File: src/rtl/vga_timing_gen_if.sv
// Video timing bus produced by vga_timing_gen: frame-store address counters,
// delayed sync/visible qualifiers, frame pulse and test-pattern pixel.
interface vga_timing_gen_if;
  logic [10:0] hc;
  logic [9:0]  vc;
  logic        fetch_valid;
  logic        visible;
  logic        hsync;
  logic        vsync;
  logic        frame_start;
  logic [7:0]  pattern_color;

  modport master (
    output hc, vc, fetch_valid, visible, hsync, vsync, frame_start, pattern_color
  );

  modport slave (
    input hc, vc, fetch_valid, visible, hsync, vsync, frame_start, pattern_color
  );
endinterface

File: src/rtl/vga_timing_gen.sv
// VGA pixel-timing generator: h/v counters, sync decode and a ce-gated delay line
// aligning visible/hsync/vsync with memory data. Optional ramp: VGA_TEST_PATTERN_EN.
module vga_timing_gen #(
  parameter int unsigned H_VISIBLE  = 640,
  parameter int unsigned H_FRONT    = 16,
  parameter int unsigned H_SYNC     = 96,
  parameter int unsigned H_BACK     = 48,
  parameter int unsigned V_VISIBLE  = 480,
  parameter int unsigned V_FRONT    = 10,
  parameter int unsigned V_SYNC     = 2,
  parameter int unsigned V_BACK     = 33,
  parameter int unsigned SYNC_DELAY = 2
) (
  input  logic             clk,
  input  logic             rst,
  input  logic             ce,
  vga_timing_gen_if.master vid
);

  localparam int unsigned H_TOTAL = H_VISIBLE + H_FRONT + H_SYNC + H_BACK;
  localparam int unsigned V_TOTAL = V_VISIBLE + V_FRONT + V_SYNC + V_BACK;

  localparam logic [10:0] H_LAST   = 11'(H_TOTAL - 1);
  localparam logic [10:0] H_ACT    = 11'(H_VISIBLE);
  localparam logic [10:0] HS_START = 11'(H_VISIBLE + H_FRONT);
  localparam logic [10:0] HS_END   = 11'(H_VISIBLE + H_FRONT + H_SYNC);
  localparam logic [9:0]  V_LAST   = 10'(V_TOTAL - 1);
  localparam logic [9:0]  V_ACT    = 10'(V_VISIBLE);
  localparam logic [9:0]  VS_START = 10'(V_VISIBLE + V_FRONT);
  localparam logic [9:0]  VS_END   = 10'(V_VISIBLE + V_FRONT + V_SYNC);

  if (SYNC_DELAY < 1 || SYNC_DELAY > 4) begin : g_bad_delay
    $error("vga_timing_gen: SYNC_DELAY must be in 1..4");
  end

  logic [10:0] hc;
  logic [9:0]  vc;
  logic        h_wrap;
  logic        v_wrap;
  logic        fetch_valid;
  logic        hsync_raw;
  logic        vsync_raw;
  logic        frame_start;

  logic [SYNC_DELAY-1:0] vis_sr;
  logic [SYNC_DELAY-1:0] hs_sr;
  logic [SYNC_DELAY-1:0] vs_sr;

  always_comb begin
    h_wrap      = (hc == H_LAST);
    v_wrap      = (vc == V_LAST);
    fetch_valid = (hc < H_ACT) && (vc < V_ACT);
    hsync_raw   = !((hc >= HS_START) && (hc < HS_END));
    vsync_raw   = !((vc >= VS_START) && (vc < VS_END));
  end

  // frame_start is registered from the wrap condition, so it is high for the
  // single clock following the (H_TOTAL-1, V_TOTAL-1) -> (0, 0) edge.
  always_ff @(posedge clk or posedge rst) begin
    if (rst) begin
      hc          <= '0;
      vc          <= '0;
      frame_start <= 1'b0;
    end else begin
      frame_start <= ce && h_wrap && v_wrap;
      if (ce) begin
        hc <= h_wrap ? '0 : hc + 11'd1;
        if (h_wrap) begin
          vc <= v_wrap ? '0 : vc + 10'd1;
        end
      end
    end
  end

  always_ff @(posedge clk or posedge rst) begin
    if (rst) begin
      vis_sr <= '0;
      hs_sr  <= '1;
      vs_sr  <= '1;
    end else if (ce) begin
      vis_sr[0] <= fetch_valid;
      hs_sr[0]  <= hsync_raw;
      vs_sr[0]  <= vsync_raw;
      for (int unsigned i = 1; i < SYNC_DELAY; i++) begin
        vis_sr[i] <= vis_sr[i-1];
        hs_sr[i]  <= hs_sr[i-1];
        vs_sr[i]  <= vs_sr[i-1];
      end
    end
  end

`ifdef VGA_TEST_PATTERN_EN
  logic [7:0] pat_sr [SYNC_DELAY];

  always_ff @(posedge clk or posedge rst) begin
    if (rst) begin
      for (int unsigned i = 0; i < SYNC_DELAY; i++) begin
        pat_sr[i] <= '0;
      end
    end else if (ce) begin
      pat_sr[0] <= hc[9:2];
      for (int unsigned i = 1; i < SYNC_DELAY; i++) begin
        pat_sr[i] <= pat_sr[i-1];
      end
    end
  end

  // Gating on the delayed visible keeps the ramp black through blanking.
  assign vid.pattern_color = vis_sr[SYNC_DELAY-1] ? pat_sr[SYNC_DELAY-1] : '0;
`else
  assign vid.pattern_color = '0;
`endif

  assign vid.hc          = hc;
  assign vid.vc          = vc;
  assign vid.fetch_valid = fetch_valid;
  assign vid.visible     = vis_sr[SYNC_DELAY-1];
  assign vid.hsync       = hs_sr[SYNC_DELAY-1];
  assign vid.vsync       = vs_sr[SYNC_DELAY-1];
  assign vid.frame_start = frame_start;

endmodule

File: src/flat_wrapper.sv
// flat-port wrapper written by rule: the top's interface ports become plain ports
module vga_timing_gen_flat 
#(
  parameter int unsigned H_VISIBLE  = 640,
  parameter int unsigned H_FRONT    = 16,
  parameter int unsigned H_SYNC     = 96,
  parameter int unsigned H_BACK     = 48,
  parameter int unsigned V_VISIBLE  = 480,
  parameter int unsigned V_FRONT    = 10,
  parameter int unsigned V_SYNC     = 2,
  parameter int unsigned V_BACK     = 33,
  parameter int unsigned SYNC_DELAY = 2
)
  (clk, rst, ce, vid_hc, vid_vc, vid_fetch_valid, vid_visible, vid_hsync, vid_vsync, vid_frame_start, vid_pattern_color);
  vga_timing_gen_if vid_i ();
  input  logic clk;
  input  logic rst;
  input  logic ce;
  output wire logic [$bits(vid_i.hc)-1:0] vid_hc;
  output wire logic [$bits(vid_i.vc)-1:0] vid_vc;
  output wire logic [$bits(vid_i.fetch_valid)-1:0] vid_fetch_valid;
  output wire logic [$bits(vid_i.visible)-1:0] vid_visible;
  output wire logic [$bits(vid_i.hsync)-1:0] vid_hsync;
  output wire logic [$bits(vid_i.vsync)-1:0] vid_vsync;
  output wire logic [$bits(vid_i.frame_start)-1:0] vid_frame_start;
  output wire logic [$bits(vid_i.pattern_color)-1:0] vid_pattern_color;
  assign vid_hc = vid_i.hc;
  assign vid_vc = vid_i.vc;
  assign vid_fetch_valid = vid_i.fetch_valid;
  assign vid_visible = vid_i.visible;
  assign vid_hsync = vid_i.hsync;
  assign vid_vsync = vid_i.vsync;
  assign vid_frame_start = vid_i.frame_start;
  assign vid_pattern_color = vid_i.pattern_color;
  vga_timing_gen #(.H_VISIBLE(H_VISIBLE), .H_FRONT(H_FRONT), .H_SYNC(H_SYNC), .H_BACK(H_BACK), .V_VISIBLE(V_VISIBLE), .V_FRONT(V_FRONT), .V_SYNC(V_SYNC), .V_BACK(V_BACK), .SYNC_DELAY(SYNC_DELAY)) u_core (.clk(clk), .rst(rst), .ce(ce), .vid(vid_i));
endmodule
File: config.mk
export PLATFORM = sky130hd
export DESIGN_NAME = vga_timing_gen_flat
export DESIGN_NICKNAME = d
export VERILOG_FILES = /design/src/rtl/vga_timing_gen_if.sv /design/src/rtl/vga_timing_gen.sv /design/src/flat_wrapper.sv
export SDC_FILE = /design/constraint.sdc
export NUM_CORES = 1
export LEC_CHECK = 0
export CAP_MARGIN = 20
export CORE_MARGIN = 2
export CORE_UTILIZATION = 30
export DETAILED_ROUTE_END_ITERATION = 16
export MAX_ROUTING_LAYER = met4
export PLACE_DENSITY = 0.57
export SYNTH_ARGS = -nofsm -noshare
export SYNTH_HDL_FRONTEND = slang
export SYNTH_SLANG_ARGS = --single-unit
File: constraint.sdc
create_clock -name clk -period 6.7 [get_ports clk]
set_clock_uncertainty 0.05 [all_clocks]
set_input_delay 1.005 -clock clk [delete_from_list [all_inputs] [get_ports clk]]
set_output_delay 1.005 -clock clk [all_outputs]
set_load 0.03 [all_outputs]
==> qor.yml <==
synth_edf_count: 0
synth_cell_type_count: 34
cts_root_buf: "clkbuf_8"
crit_arrival_ns: 3.54
grtUsageTotal: 0.1228
ctsHoldBuffers: 0
clk_pin_slew_worst_paths_ns: 0.10
area_growth_pct: 28.71
cts_resized: 0
power_density_nw_per_um2: 263.5
reg2reg_from: "u_core.vid.hc[0]"
vias_per_cell: 4.894
relSlewSlack: 0.4564
final_util: 0.4003
clkSinkCount: 28
required_ns: 6.82
fillers: 468
synth-seq-cells: 28
tightest_slew_ns: 0.8087
antenna_found_initial: 0
clock_latency_ns: 0.28
grt_pass1_wl_mm: 4.995
drv_slew: 0
clock_path_buffers: 2
avgRoutedWirePerCell_um: 12.89
drt_iter0_drc: 58
vias: 1199
initial_utilization: 0.3110
end_kind: "register"
hp-start: "u_core.hs_sr[0]"
first_global_vias: 1024
synth_top_area_frac: 0.4089
critPathMostFrequentCell: "or4_4"
hold_path_class: "register to register"
status: "completed"
die_w_um: 73.98
hold_viol: 0
portBuffers: 28
start_kind: "input port"
cts_tree: "done"
crit_path_max_incr_delay_ns: 0.81
post-route-period-util: 0.5097
yosysMostFrequentCell: "dfrtp_1"
fin_cells: 245
die_h_um: 73.98
min_path_cells: 2
nNetsFinal: 185
synth_area_per_cell_um2: 9.925
yosys_warnings: 0
startpoint: "ce"
grtUsageMet1: 0.1716
synth_area_um2: 1469
setup_tns_ns: 0
critical_path_class: "input port to register"
ys_async_sr_fraction: 1.000
syn_inst: 148
setup_viol: 0
rr_worst_depth: 5
dr.pass1.iters: 4
post-cts-setup-buffer-count: 0
antennaDiodeCount: 0
synth_common_cells: "dfrtp_1 (24), nor2_1 (13), o21ai_0 (11), nand2_1 (9)"
synth-main-ff-cell: "dfrtp_1"
multi_input_area_um2: 695.7
dieArea_um2: 5472
fmax_mhz: 292.8
rsz0062_at_grt: "false"
synthTopCellsByArea: "dfrtp_1 (41%), dfstp_2 (7.2%), mux2_2 (4.6%)"
core_area_um2: 4723
ys_seq_area_frac: 0.4804
cap_violations: 0
grt_util_met3: 0.02033
critPathSlowestCell: "clkdlybuf4s50_1"
htreeDepth: 1
ant_nets: 0
dp_cells: 240
drt-total-wl_mm: 3.157
path_delay_family: "simple AND/OR/NAND/NOR gates"
path_cells: "clkdlybuf4s50_1, nand4_1, or4_4, or4_4, xnor2_2"
synth_top_area_cell: "dfrtp_1"
worstSetupPathDepth: 5
period_needed_ns: 3.415
gr-max-usage-layer: "met1"
grt_max_degree: 29
ir_worst_vdd_mv: 0.1115
place_congestion: 0.8311
register_area_um2: 705.7
io_pins: 37
cts_made_buffers: 3
use_met2: 0.1716
row_count: 25
dpl.hpwl_mm: 2.264
drive_above_1_share: 0.1180
path_buf_inv: 1
drc: 0
grt_overflow_total: 0
cp_max_fo: 15
p_leak_uw: 0.0007654
[worst min-delay path: stages, from the launching register on]
cell and delay (ns):
dfstp_2 0.38, nor2_1 0.07, a21oi_1 0.05
[layout make-up]
type | instances | share of cell area
Clock buffer | 3 | 0.02184
Clock inverter | 1 | 0.01588
Sequential cell | 28 | 0.3733
Tap cell | 67 | 0.04434
Timing Repair Buffer | 29 | 0.1628
Inverter | 7 | 0.01390
Multi-Input combinational cell | 110 | 0.3680
[metrics by stage]
| step | hold WS [ns] | setup WS [ns] | power (uW) | instance area [um^2] |
|---|---|---|---|---|
| final | 0.4468 | 3.285 | 498.1 | 1891 |
| after global placement | 0.4288 | 3.061 | 363.7 | 1792 |
| after global routing | 0.4647 | 3.167 | 521.9 | 1891 |
| after floorplan | 0.4147 | 4.126 | 312.0 | 1495 |
| after detailed placement | 0.4326 | 3.000 | 364.0 | 1792 |
| after CTS | 0.4457 | 3.309 | 500.0 | 1863 |
[sequential cells by signal, indices dropped and copies added (netlist names)]
signal,cells
u_core.hs_sr,2
u_core.vs_sr,2
u_core.vid.hc,11
u_core.vis_sr,2
u_core.vid.frame_start,1
u_core.vid.vc,10
[routing by layer]
metal / part of all wire / up-vias
met2: 0.46 / 23
li1: - / 584
met3: 0.034 / 5
met1: 0.49 / 587
met4: 0.021 / 0
met5: 0 / -
[power by group]
part | total, uW | internal, uW | switching, uW
logic | 143 | 61.9 | 81.3
clock network | 135 | 80.1 | 55.4
registers | 220 | 188 | 31.4
[cells by family after synthesis]
kind of cell,after synthesis,share of synthesized area
buffers and inverters,17,0.06389
DFF,28,0.4804
and+or+nand+nor,62,0.2351
other,1,0.002553
adders and majority gates,3,0.02556
xor gates and xnor gates,8,0.05281
muxes,6,0.04599
AOI/OAI and AO/OA,23,0.09370
[worst paths after layout]
check,endpoint,slack (ns)
min,u_core.hs_sr[0],0.45
max,u_core.vid.vc[8],3.29
max in group asynchronous,u_core.vs_sr[0],5.20
max reg2reg,u_core.vid.vc[8],4.24
min in group asynchronous,u_core.vid.vc[8],0.91
min reg2reg,u_core.hs_sr[0],0.45
[cell usage in the layout (no fill, tap or decap), types with 4 or more instances in the layout]
cell | Yosys | layout
xor2_1 | 4 | 4
nand4_1 | 7 | 7
and3_1 | 7 | 7
o21ai_0 | 11 | 11
conb_1 | 1 | 8
dfrtp_1 | 24 | 24
nor3_1 | 6 | 6
inv_1 | 7 | 7
dfstp_2 | 4 | 4
nand3_1 | 8 | 8
mux2_2 | 6 | 6
nor2_1 | 13 | 13
nand2_1 | 9 | 9
clkdlybuf4s50_1 | 0 | 28
No activity file was read; power rests on OpenSTA's default activity.
